File: src/rtl/key_debounce_encoder.sv
// Push-button front end: sync, debounce, press encoding, long-press auto-repeat.
// clk/rst (async, active-low); key_in raw keys; key_val code pulse; key_held level; key_long repeat flag.
module key_debounce_encoder #(
  parameter int unsigned DEBOUNCE_CYC = 1_000_000,
  parameter int unsigned LONG_CYC     = 50_000_000,
  parameter int unsigned REPEAT_CYC   = 10_000_000,
  parameter logic        KEY_ACTIVE   = 1'b0,
  parameter logic [3:0]  REPEAT_MASK  = 4'b1110
) (
  input  logic       clk,
  input  logic       rst,
  input  logic [3:0] key_in,
  output logic [2:0] key_val,
  output logic [3:0] key_held,
  output logic       key_long
);

  localparam int DW = (DEBOUNCE_CYC > 1) ? $clog2(DEBOUNCE_CYC) : 1;
  localparam int CW = (LONG_CYC > 1) ? $clog2(LONG_CYC) : 1;

  localparam logic [DW-1:0] DB_LAST   = DW'(DEBOUNCE_CYC - 1);
  localparam logic [CW-1:0] LONG_LAST = CW'(LONG_CYC - 1);
  localparam logic [CW-1:0] REP_LAST  = CW'(REPEAT_CYC - 1);

  typedef enum logic [1:0] {
    IDLE,
    HOLD,
    REPEAT
  } state_e;

  logic [3:0]         sync1_q, sync1_d;
  logic [3:0]         sync2_q, sync2_d;
  logic [3:0][DW-1:0] db_cnt_q, db_cnt_d;
  logic [3:0]         held_q, held_d;
  logic [3:0]         held_prev_q, held_prev_d;
  state_e             state_q, state_d;
  logic [1:0]         key_q, key_d;
  logic [CW-1:0]      cnt_q, cnt_d;
  logic [2:0]         val_q, val_d;
  logic               long_q, long_d;

  logic [3:0] press;
  logic [3:0] press_low;
  logic [1:0] press_idx;

  // Normalise so that 1 always means pressed.
  always_comb begin
    sync1_d = key_in ^ {4{~KEY_ACTIVE}};
    sync2_d = sync1_q;
  end

  // Counter runs only while the synced level disagrees with the accepted one.
  always_comb begin
    db_cnt_d    = db_cnt_q;
    held_d      = held_q;
    held_prev_d = held_q;
    for (int i = 0; i < 4; i++) begin
      if (sync2_q[i] == held_q[i]) begin
        db_cnt_d[i] = '0;
      end else if (db_cnt_q[i] == DB_LAST) begin
        db_cnt_d[i] = '0;
        held_d[i]   = ~held_q[i];
      end else begin
        db_cnt_d[i] = db_cnt_q[i] + 1'b1;
      end
    end
  end

  // Lowest-index press edge wins; isolate it as one-hot.
  always_comb begin
    press     = held_q & ~held_prev_q;
    press_low = press & (~press + 4'd1);
    press_idx = 2'd0;
    unique case (1'b1)
      press_low[0]: press_idx = 2'd0;
      press_low[1]: press_idx = 2'd1;
      press_low[2]: press_idx = 2'd2;
      press_low[3]: press_idx = 2'd3;
      default:      press_idx = 2'd0;
    endcase
  end

  always_comb begin
    state_d = state_q;
    key_d   = key_q;
    cnt_d   = cnt_q;
    val_d   = 3'd0;
    if (|press) begin
      // A new press overrides any hold/repeat in progress.
      val_d = {1'b0, press_idx} + 3'd1;
      cnt_d = '0;
      if (REPEAT_MASK[press_idx]) begin
        state_d = HOLD;
        key_d   = press_idx;
      end else begin
        state_d = IDLE;
      end
    end else begin
      unique case (state_q)
        IDLE: begin
          state_d = IDLE;
        end
        HOLD: begin
          if (!held_q[key_q]) begin
            state_d = IDLE;
            cnt_d   = '0;
          end else if (cnt_q == LONG_LAST) begin
            val_d   = {1'b0, key_q} + 3'd1;
            state_d = REPEAT;
            cnt_d   = '0;
          end else begin
            cnt_d = cnt_q + 1'b1;
          end
        end
        REPEAT: begin
          if (!held_q[key_q]) begin
            state_d = IDLE;
            cnt_d   = '0;
          end else if (cnt_q == REP_LAST) begin
            val_d = {1'b0, key_q} + 3'd1;
            cnt_d = '0;
          end else begin
            cnt_d = cnt_q + 1'b1;
          end
        end
        default: begin
          state_d = IDLE;
          cnt_d   = '0;
        end
      endcase
    end
    long_d = (state_d == REPEAT);
  end

  always_ff @(posedge clk or negedge rst) begin
    if (!rst) begin
      sync1_q     <= '0;
      sync2_q     <= '0;
      db_cnt_q    <= '0;
      held_q      <= '0;
      held_prev_q <= '0;
      state_q     <= IDLE;
      key_q       <= '0;
      cnt_q       <= '0;
      val_q       <= '0;
      long_q      <= 1'b0;
    end else begin
      sync1_q     <= sync1_d;
      sync2_q     <= sync2_d;
      db_cnt_q    <= db_cnt_d;
      held_q      <= held_d;
      held_prev_q <= held_prev_d;
      state_q     <= state_d;
      key_q       <= key_d;
      cnt_q       <= cnt_d;
      val_q       <= val_d;
      long_q      <= long_d;
    end
  end

  assign key_val  = val_q;
  assign key_held = held_q;
  assign key_long = long_q;

endmodule

File: config.mk
export PLATFORM = sky130hd
export DESIGN_NAME = key_debounce_encoder
export DESIGN_NICKNAME = d
export VERILOG_FILES = /design/src/rtl/key_debounce_encoder.sv
export SDC_FILE = /design/constraint.sdc
export NUM_CORES = 1
export LEC_CHECK = 0
export ABC_AREA = 1
export CAP_MARGIN = 30
export CORE_MARGIN = 3
export CORE_UTILIZATION = 53
export DETAILED_ROUTE_END_ITERATION = 6
export GPL_TIMING_DRIVEN = 0
export PLACE_DENSITY = 0.7
export SYNTH_ARGS = -nofsm -noshare
export SYNTH_HDL_FRONTEND = slang
export SYNTH_SLANG_ARGS = --single-unit
File: constraint.sdc
create_clock -name clk -period 1.95 [get_ports clk]
set_input_delay 0.2925 -clock clk [delete_from_list [all_inputs] [get_ports clk]]
set_output_delay 0.2925 -clock clk [all_outputs]
set_load 0.005 [all_outputs]
==> results.md, run 1 <==
* Result of the run: completed
* Leakage power summed over all cells at around 3.6 nW
* Maximum clock rate at around 550 MHz
* CTS Root Cell: clkbuf_16
* Number of filler cells placed in the layout at 1204
* Post-synthesis instance area at just over 7000 um2
* Antenna violation net count after detailed routing at 0
* Proportion of synthesized flip-flops having asynchronous set or reset at 100%
* List of cells traversed by the critical path: ha_2 -> nand2_1 -> nor2_2 -> nand2_2 -> nor2_4 -> nand3_1 -> nand2_2 -> nand2_4 -> nand2_8 -> buf_12 -> a21oi_2
* Hold WC Path Type: in2async
* Final hold violation count at 0
* Clock transition at the registers of the reported paths at 0.06 ns
* Slew @ Worst Pin at between 0.4 and 0.5 ns
* Final Slew Violations at 0
* Horiz. Die Dim at ~120 um
* Largest cells by area after synthesis: dfrtp_1 (45%), nand2_1 (10%), nor2_1 (8.6%)
* Critical Path Start Type: register
* Time the worst path needs with I/O delays and setup at 1.80 ns
* Routed length per placed instance at approximately 13 um
* Number of enable-type register cells in the synthesized netlist at 0
* Dominant register cell in the synthesized netlist: dfrtp_1
* Average cell area after synthesis at ~7.7 um2
* Area of all placed cells without fillers at between 8000 and 9000 um2
* Final HPWL from detailed placement at approximately 11000 um
* Area fraction of the dominant cell type after synthesis at roughly 45%
* Clock latency reported for the late side of the worst-skew pair at roughly 0.42 ns
* Power density of the placed cells at 739 nW/um2
* Global placer's final weighted congestion at around 0.90
* Delay of the slowest cell on the worst path at slightly below 0.4 ns
* Maximum ir drop on the vdd rail at roughly 0.00075 V
* Buffer and inverter count on the worst path at 1
* TritonCTS buffer count at 17
* Initial antenna violation count at 0
* DRC viols at 0
* Area after DPL at around 7700 um2
* Post-placement setup slack at between 0.07 and 0.08 ns
* Worst r2r dst: cnt_q[18]
* Number of I/O pins at 14
* Unrepaired setup endpoints after global routing: false
* Number of warnings printed during yosys synthesis at 0
* Sw Share at about 22%
* Startpoint of the worst setup timing path: cnt_q[0]
* Routed Wire Length at 15000 um
* Worst Skew at 0.00530 ns
* Sequential fraction of design power at roughly 45%
* RR Startpoint: cnt_q[0]
* Clock sink total at 130
* Layout cells sized above 1 at around a tenth
* Detailed Route Iter0 Violations at approximately 470
* TritonCTS clock tree: yes
* Internal power consumption at about 0.0048 W
* Port-buffer cells at 13
* Number of nets in the final layout at approximately 1000
* Core region area at 13300 um2
* Largest buffer count on any clock path at 2
* Pin count of the biggest net entering global routing at 93
* Setup slack of the critical path after layout at approximately 0.15 ns
* Vias in the first global route at about 5700
* Share of the yosys chip area belonging to registers at about 45%
* Die Y-Extent at approximately 120 um
* Placement row count at 42
* Antenna fix cells at 0
* Signal arrival time at the worst endpoint at approximately 2.1 ns
* Part of the total power dissipated in the clock network at 52.6%
* Depth of the most critical reg-to-reg path at 11
* Sw Pwr at around 0.0014 W
* Avg Vias per Cell at ~5.1
* Final setup violation count at 0
* Starting utilization of the core area at roughly 54%
* Power share of the combinational group at 2.6%
* Synth area leader: dfrtp_1
* Count of state elements after synthesis at 130
* Total overflow reported by the global router at 0
* Required time at the endpoint of the critical path at around 2.3 ns
* Count of cell types in the netlist at 42
* H-tree levels at 4
* Post-Synthesis Cells at roughly 950
* Floorplan die area at between 15000 and 20000 um2
* Highest fanout seen on the critical path at 10
* Area growth from synthesis to layout at 14.3%
* Worst-path cell with the longest stage delay: dfrtp_1
* Number of vias in the routed layout at around 6000
* CP delay by family, top: simple AND/OR/NAND/NOR gates
* Max-slew headroom at the worst pin at 68.9%
* Global-route total usage across every layer at between 20% and 30%
* Max-cap check violation count at 0
* Element type at the critical path end: register
* Minimum setup slack among reg-to-reg paths at approximately 0.15 ns
* First-pass DRT Iterations at 5
* Mapped Nets at 964
* Most repeated library cell on the critical path: nand2_2
* Wire length of the first global-routing pass at between 20000 and 30000 um
* Kind of critical path: reg2reg
* Post-route fraction of the period consumed by the critical path at between 90 and 100%
## cell type report
type	instances	area, um2	area share (%)
plain buffers	8	56.3	0.677
flip-flops and latches	130	3250	39.1
well taps	176	220	2.65
multi-input cells	671	3490	42.0
clock inverters	13	161	1.94
repair buffers	16	176	2.12
clock buffers	19	433	5.21
inverters	138	518	6.23
## state kept, by name (all words and copies together), names as in the netlist
| register | count |
|---|---|
| db_cnt_q | 80 |
| cnt_q | 26 |
| held_prev_q | 4 |
| key_held | 4 |
| sync1_q | 4 |
| sync2_q | 4 |
| key_val | 3 |
| key_q | 2 |
| state_q | 2 |
| key_long | 1 |
## timing repair
action,4_1_cts,5_1_grt
hold buffers,1,0
endpoints found under the hold margin,38,0
resized for setup,0,10
buffers inserted,0,1
setup endpoints to repair,0,20
## how the worst max path moves through the flow
stage | end | slack [ns] | depth (start not counted)
global placement | db_cnt_q[17] | -4.61 | 1
floorplan | cnt_q[11] | 0.36 | 11
finish | cnt_q[18] | 0.15 | 11
CTS | db_cnt_q[76] | 0.03 | 8
global route | db_cnt_q[51] | 0.008 | 7
detailed placement | db_cnt_q[17] | 0.07 | 8
## worst register-to-register path, stage by stage (launching register included)
cell	delay (ns)
dfrtp_1	0.39
ha_2	0.23
nand2_1	0.08
nor2_2	0.09
nand2_2	0.08
nor2_4	0.11
nand3_1	0.13
nand2_2	0.11
nand2_4	0.12
nand2_8	0.12
buf_12	0.15
a21oi_2	0.06
## through the flow
| stage | util (%) | power, W | setup TNS, ns | cells | hold slack (ns) |
|---|---|---|---|---|---|
| finish | 62.3 | 0.00614 | 0 | 1171 | 0.333 |
| global route | 62.3 | 0.00636 | 0 | 1171 | 0.338 |
| CTS | 61.8 | 0.00618 | 0 | 1170 | 0.333 |
| detailed placement | 57.3 | 0.00296 | 0 | 1137 | 0.224 |
| global placement | 57.1 | 0.00295 | -597.82 | 1136 | 0.332 |
| floorplan | - | 0.00287 | 0 | 947 | -0.00309 |
## synthesized netlist by cell type, types with 2 or more instances
master,count
nand3_2,4
nand4_1,23
nor4_1,9
nor4_2,2
nor3_2,6
nand3_1,51
a21oi_1,26
and3_1,3
dfrtp_1,130
o21ai_0,23
a21oi_2,10
xnor2_1,13
nand2_1,198
buf_2,4
nor2_2,5
a211oi_1,3
nor2_4,4
nor2_1,166
a21boi_0,3
o22ai_1,2
nand2_4,2
a31oi_1,7
nor3_4,2
nor3_1,44
xor2_1,31
nand2_2,9
inv_1,135
or2_2,3
nor3b_1,4
inv_2,2
ha_1,11
nand3b_1,2
## layer usage
metal,global-route usage [%],vias to the layer above,part of all wire (%)
li1,-,3094,-
met2,34.0,103,45
met1,30.4,2809,51
met5,0,-,0
met4,6.30,0,1.3
met3,5.22,18,3.6
## power by group through the flow
stage	logic [W]	registers (W)	clock network, W
5_1_grt	0.000189	0.00275	0.00341
6_report	0.000161	0.00275	0.00323
3_3_place_gp	0.000155	0.00280	0
2_1_floorplan	0.0000719	0.00279	0
3_5_place_dp	0.000164	0.00280	0
4_1_cts	0.000167	0.00275	0.00327
## logic make-up (layout without fill, tap and decap cells)
logic type / count (synthesis) / in the layout / share of synthesized area (%)
compound gates: 77 / 77 / 6.40
xor+xnor: 44 / 44 / 5.30
fa+ha+maj: 11 / 11 / 1.89
buf+inv: 146 / 194 / 7.90
flops: 130 / 130 / 44.7
simple gates: 539 / 539 / 33.8
## layout by cell type, fill, tap and decap left out, types with 6 or more instances in the layout
cell,Yosys,routed
nand2_1,198,197
nor2_1,166,165
inv_1,135,135
dfrtp_1,130,130
nand3_1,51,51
nor3_1,44,42
xor2_1,31,31
a21oi_1,26,26
o21ai_0,23,23
nand4_1,23,23
clkbuf_16,0,17
xnor2_1,13,13
clkdlybuf4s50_1,0,12
a21oi_2,10,10
ha_1,11,10
nand2_2,9,8
nor4_1,9,8
nor3_2,6,7
a31oi_1,7,7
nor2_2,5,6
Power figures use the tool's default switching activity.
==> inputs of run 2 (changes only) <==
Settings changed: GPL_ROUTABILITY_DRIVEN set to 0, REMOVE_ABC_BUFFERS set to 1.
==> run 2 against run 1 <==
Die area unchanged. Sequential power about the same. Critical path depth decreased by 3. Total power decreased by 3.5%. Cell area decreased by 0.42%. Critical path type unchanged.
==> results.md, run 2 (synthesized netlist as in run 1, its figures left out) <==
* Area growth from synthesis to layout at 13.8%
* First-pass DRT Iterations at 5
* Worst Skew at 0.00789 ns
* Max-slew headroom at the worst pin at 68.2%
* Worst-path cell with the longest stage delay: dfrtp_1
* Most frequent standard cell in the layout excluding fill and tap cells: nand2_1
* Port-buffer cells at 13
* Total overflow reported by the global router at 0
* Time the worst path needs with I/O delays and setup at 1.80 ns
* Final setup violation count at 0
* Floorplan die area at approximately 15000 um2
* Global-route layer with the greatest usage: met2
* Storage element area at about 3300 um2
* Sw Pwr at between 0.001 and 0.0015 W
* Antenna violation net count after detailed routing at 0
* Pin count of the biggest net entering global routing at between 90 and 100
* Leading cell types in the layout, fill and taps excluded: nand2_1 (196), nor2_1 (164), inv_1 (135), dfrtp_1 (128), nand3_1 (51)
* GR Util met2 at roughly a third
* Final design utilization at slightly above 60%
* Non-filler cells in the finished layout at ~1200
* Element type at the critical path end: register
* Number of vias in the routed layout at about 6000
* Flip-flop count of the largest register after layout at 80
* H-tree levels at 4
* Maximum clock rate at 555 MHz
* Part of the total power dissipated in the clock network at between 50% and 60%
* Number of filler cells placed in the layout at between 1000 and 1500
* Dpl cells at between 1000 and 1500
* Required time at the endpoint of the critical path at about 2.3 ns
* List of cells traversed by the critical path: ha_1 -> inv_1 -> nor4_1 -> nand3_1 -> nand2_2 -> inv_1 -> nand2_1 -> nor2_1
* Post-route fraction of the period consumed by the critical path at between 90% and 100%
* Core region area at ~13000 um2
* TritonCTS clock tree: yes
* Internal power consumption at between 0.004 and 0.005 W
* Delay of the slowest cell on the worst path at approximately 0.37 ns
* TritonCTS buffer count at 17
* Clock latency reported for the late side of the worst-skew pair at ~0.43 ns
* Die Y-Extent at between 100 and 150 um
* Power share of the combinational group at between 2 and 3%
* Slew @ Worst Pin at ~0.47 ns
* DRC viols at 0
* Kind of critical path: reg2reg
* Layout cells sized above 1 at 9.70%
* Max-cap check violation count at 0
* Routed length per placed instance at ~12 um
* Result of the run: completed
* Largest registers ranked by flip-flop count: db_cnt_q (80), cnt_q (26)
* Final Slew Violations at 0
* Signal arrival time at the worst endpoint at 2.11 ns
* Clock sink total at 130
* Wire length of the first global-routing pass at 25400 um
* Placement row count at 42
* Number of nets in the final layout at 994
* Avg Vias per Cell at 5.13
* Largest buffer count on any clock path at 2
* Clock transition at the registers of the reported paths at 0.05 ns
* CP delay by family, top: simple AND/OR/NAND/NOR gates
* Horiz. Die Dim at 123 um
* Sequential fraction of design power at a little under half
* Vias in the first global route at 5688
* Routed Wire Length at about 15000 um
* Most repeated library cell on the critical path: inv_1
* Final HPWL from detailed placement at a little over 10000 um
* Global-route total usage across every layer at roughly a fifth
* Antenna fix cells at 0
* Final hold violation count at 0
* Sw Share at 22.5%
* Detailed Route Iter0 Violations at about 450
* Critical Path Start Type: register
* CTS Root Cell: clkbuf_16
* Accumulated negative setup slack at 0 ns
* Initial antenna violation count at 0
* Area of the multi-input gates at around 3500 um2
* Power density of the placed cells at 716 nW/um2
* Met3 Usage GRT at around 5.6%
* Hold WC Path Type: in2async
* Buffer and inverter count on the worst path at 2
* Met1 demand-to-capacity share in global routing at about 29%
* Number of I/O pins at 14
* Most flops, register: db_cnt_q
* Starting utilization of the core area at a little over half
* Highest fanout seen on the critical path at 8
* Leakage power summed over all cells at 3.55 nW
* Maximum ir drop on the vdd rail at between 0.0006 and 0.0007 V
==> run 2: cell count changes in the layout (fill, tap and decap cells not counted), sizes merged <==
cell,before,now
clkbuf,21,20
bufinv,3,1
clkinv,6,8
inv,138,137
buf,9,6
==> run 2: timing repair <==
| action | in CTS | in global routing |
|---|---|---|
| gates resized for setup | 3 | 13 |
| setup buffers | 0 | 4 |
| pin swaps | 0 | 3 |
| endpoints found under the hold margin | 32 | 0 |
| hold buffers | 1 | 0 |
| endpoints found under the setup margin | 25 | 30 |
==> run 2: worst paths after layout <==
check	from	end	slack (ns)	cells after the start
max	db_cnt_q[0]	db_cnt_q[16]	0.15	8
min	rst	db_cnt_q[51]	0.32	2
max reg2reg	db_cnt_q[0]	db_cnt_q[16]	0.15	8
min reg2reg	sync1_q[0]	sync2_q[0]	0.35	0
max in group asynchronous	rst	key_held[1]	0.84	3
min in group clk	key_in[2]	sync1_q[2]	0.33	2
==> run 2: metal layers <==
metal	part of all wire, %	vias up
met5	0	-
met4	1.2	0
met3	4.0	14
met2	46	98
met1	49	2772
li1	-	3098
==> run 2: final cells by class <==
type                    count  area share, %
clock buffers              20           5.52
clock inverters            12           1.33
inverters                 138           6.26
multi-input cells         671           42.5
flip-flops and latches    130           39.3
well taps                 176           2.66
repair buffers             19           2.40
==> run 2: through the flow <==
step	area (um2)	hold WS, ns	total power, W	worst slack (ns)
after global routing	8280	0.341	0.00616	-0.0112
after floorplan	7220	-0.00309	0.00286	0.119
after global placement	7570	0.333	0.00295	-4.63
after detailed placement	7590	0.201	0.00296	-0.434
after CTS	8190	0.320	0.00599	0.0143
final	8280	0.320	0.00592	0.149
==> run 2: power groups by stage <==
stage / combinational [W] / clock [W] / sequential [W]
6_report: 0.000166 / 0.00301 / 0.00275
5_1_grt: 0.000194 / 0.00321 / 0.00275
4_1_cts: 0.000166 / 0.00308 / 0.00275
3_5_place_dp: 0.000162 / 0 / 0.00280
3_3_place_gp: 0.000154 / 0 / 0.00280
2_1_floorplan: 0.0000709 / 0 / 0.00279
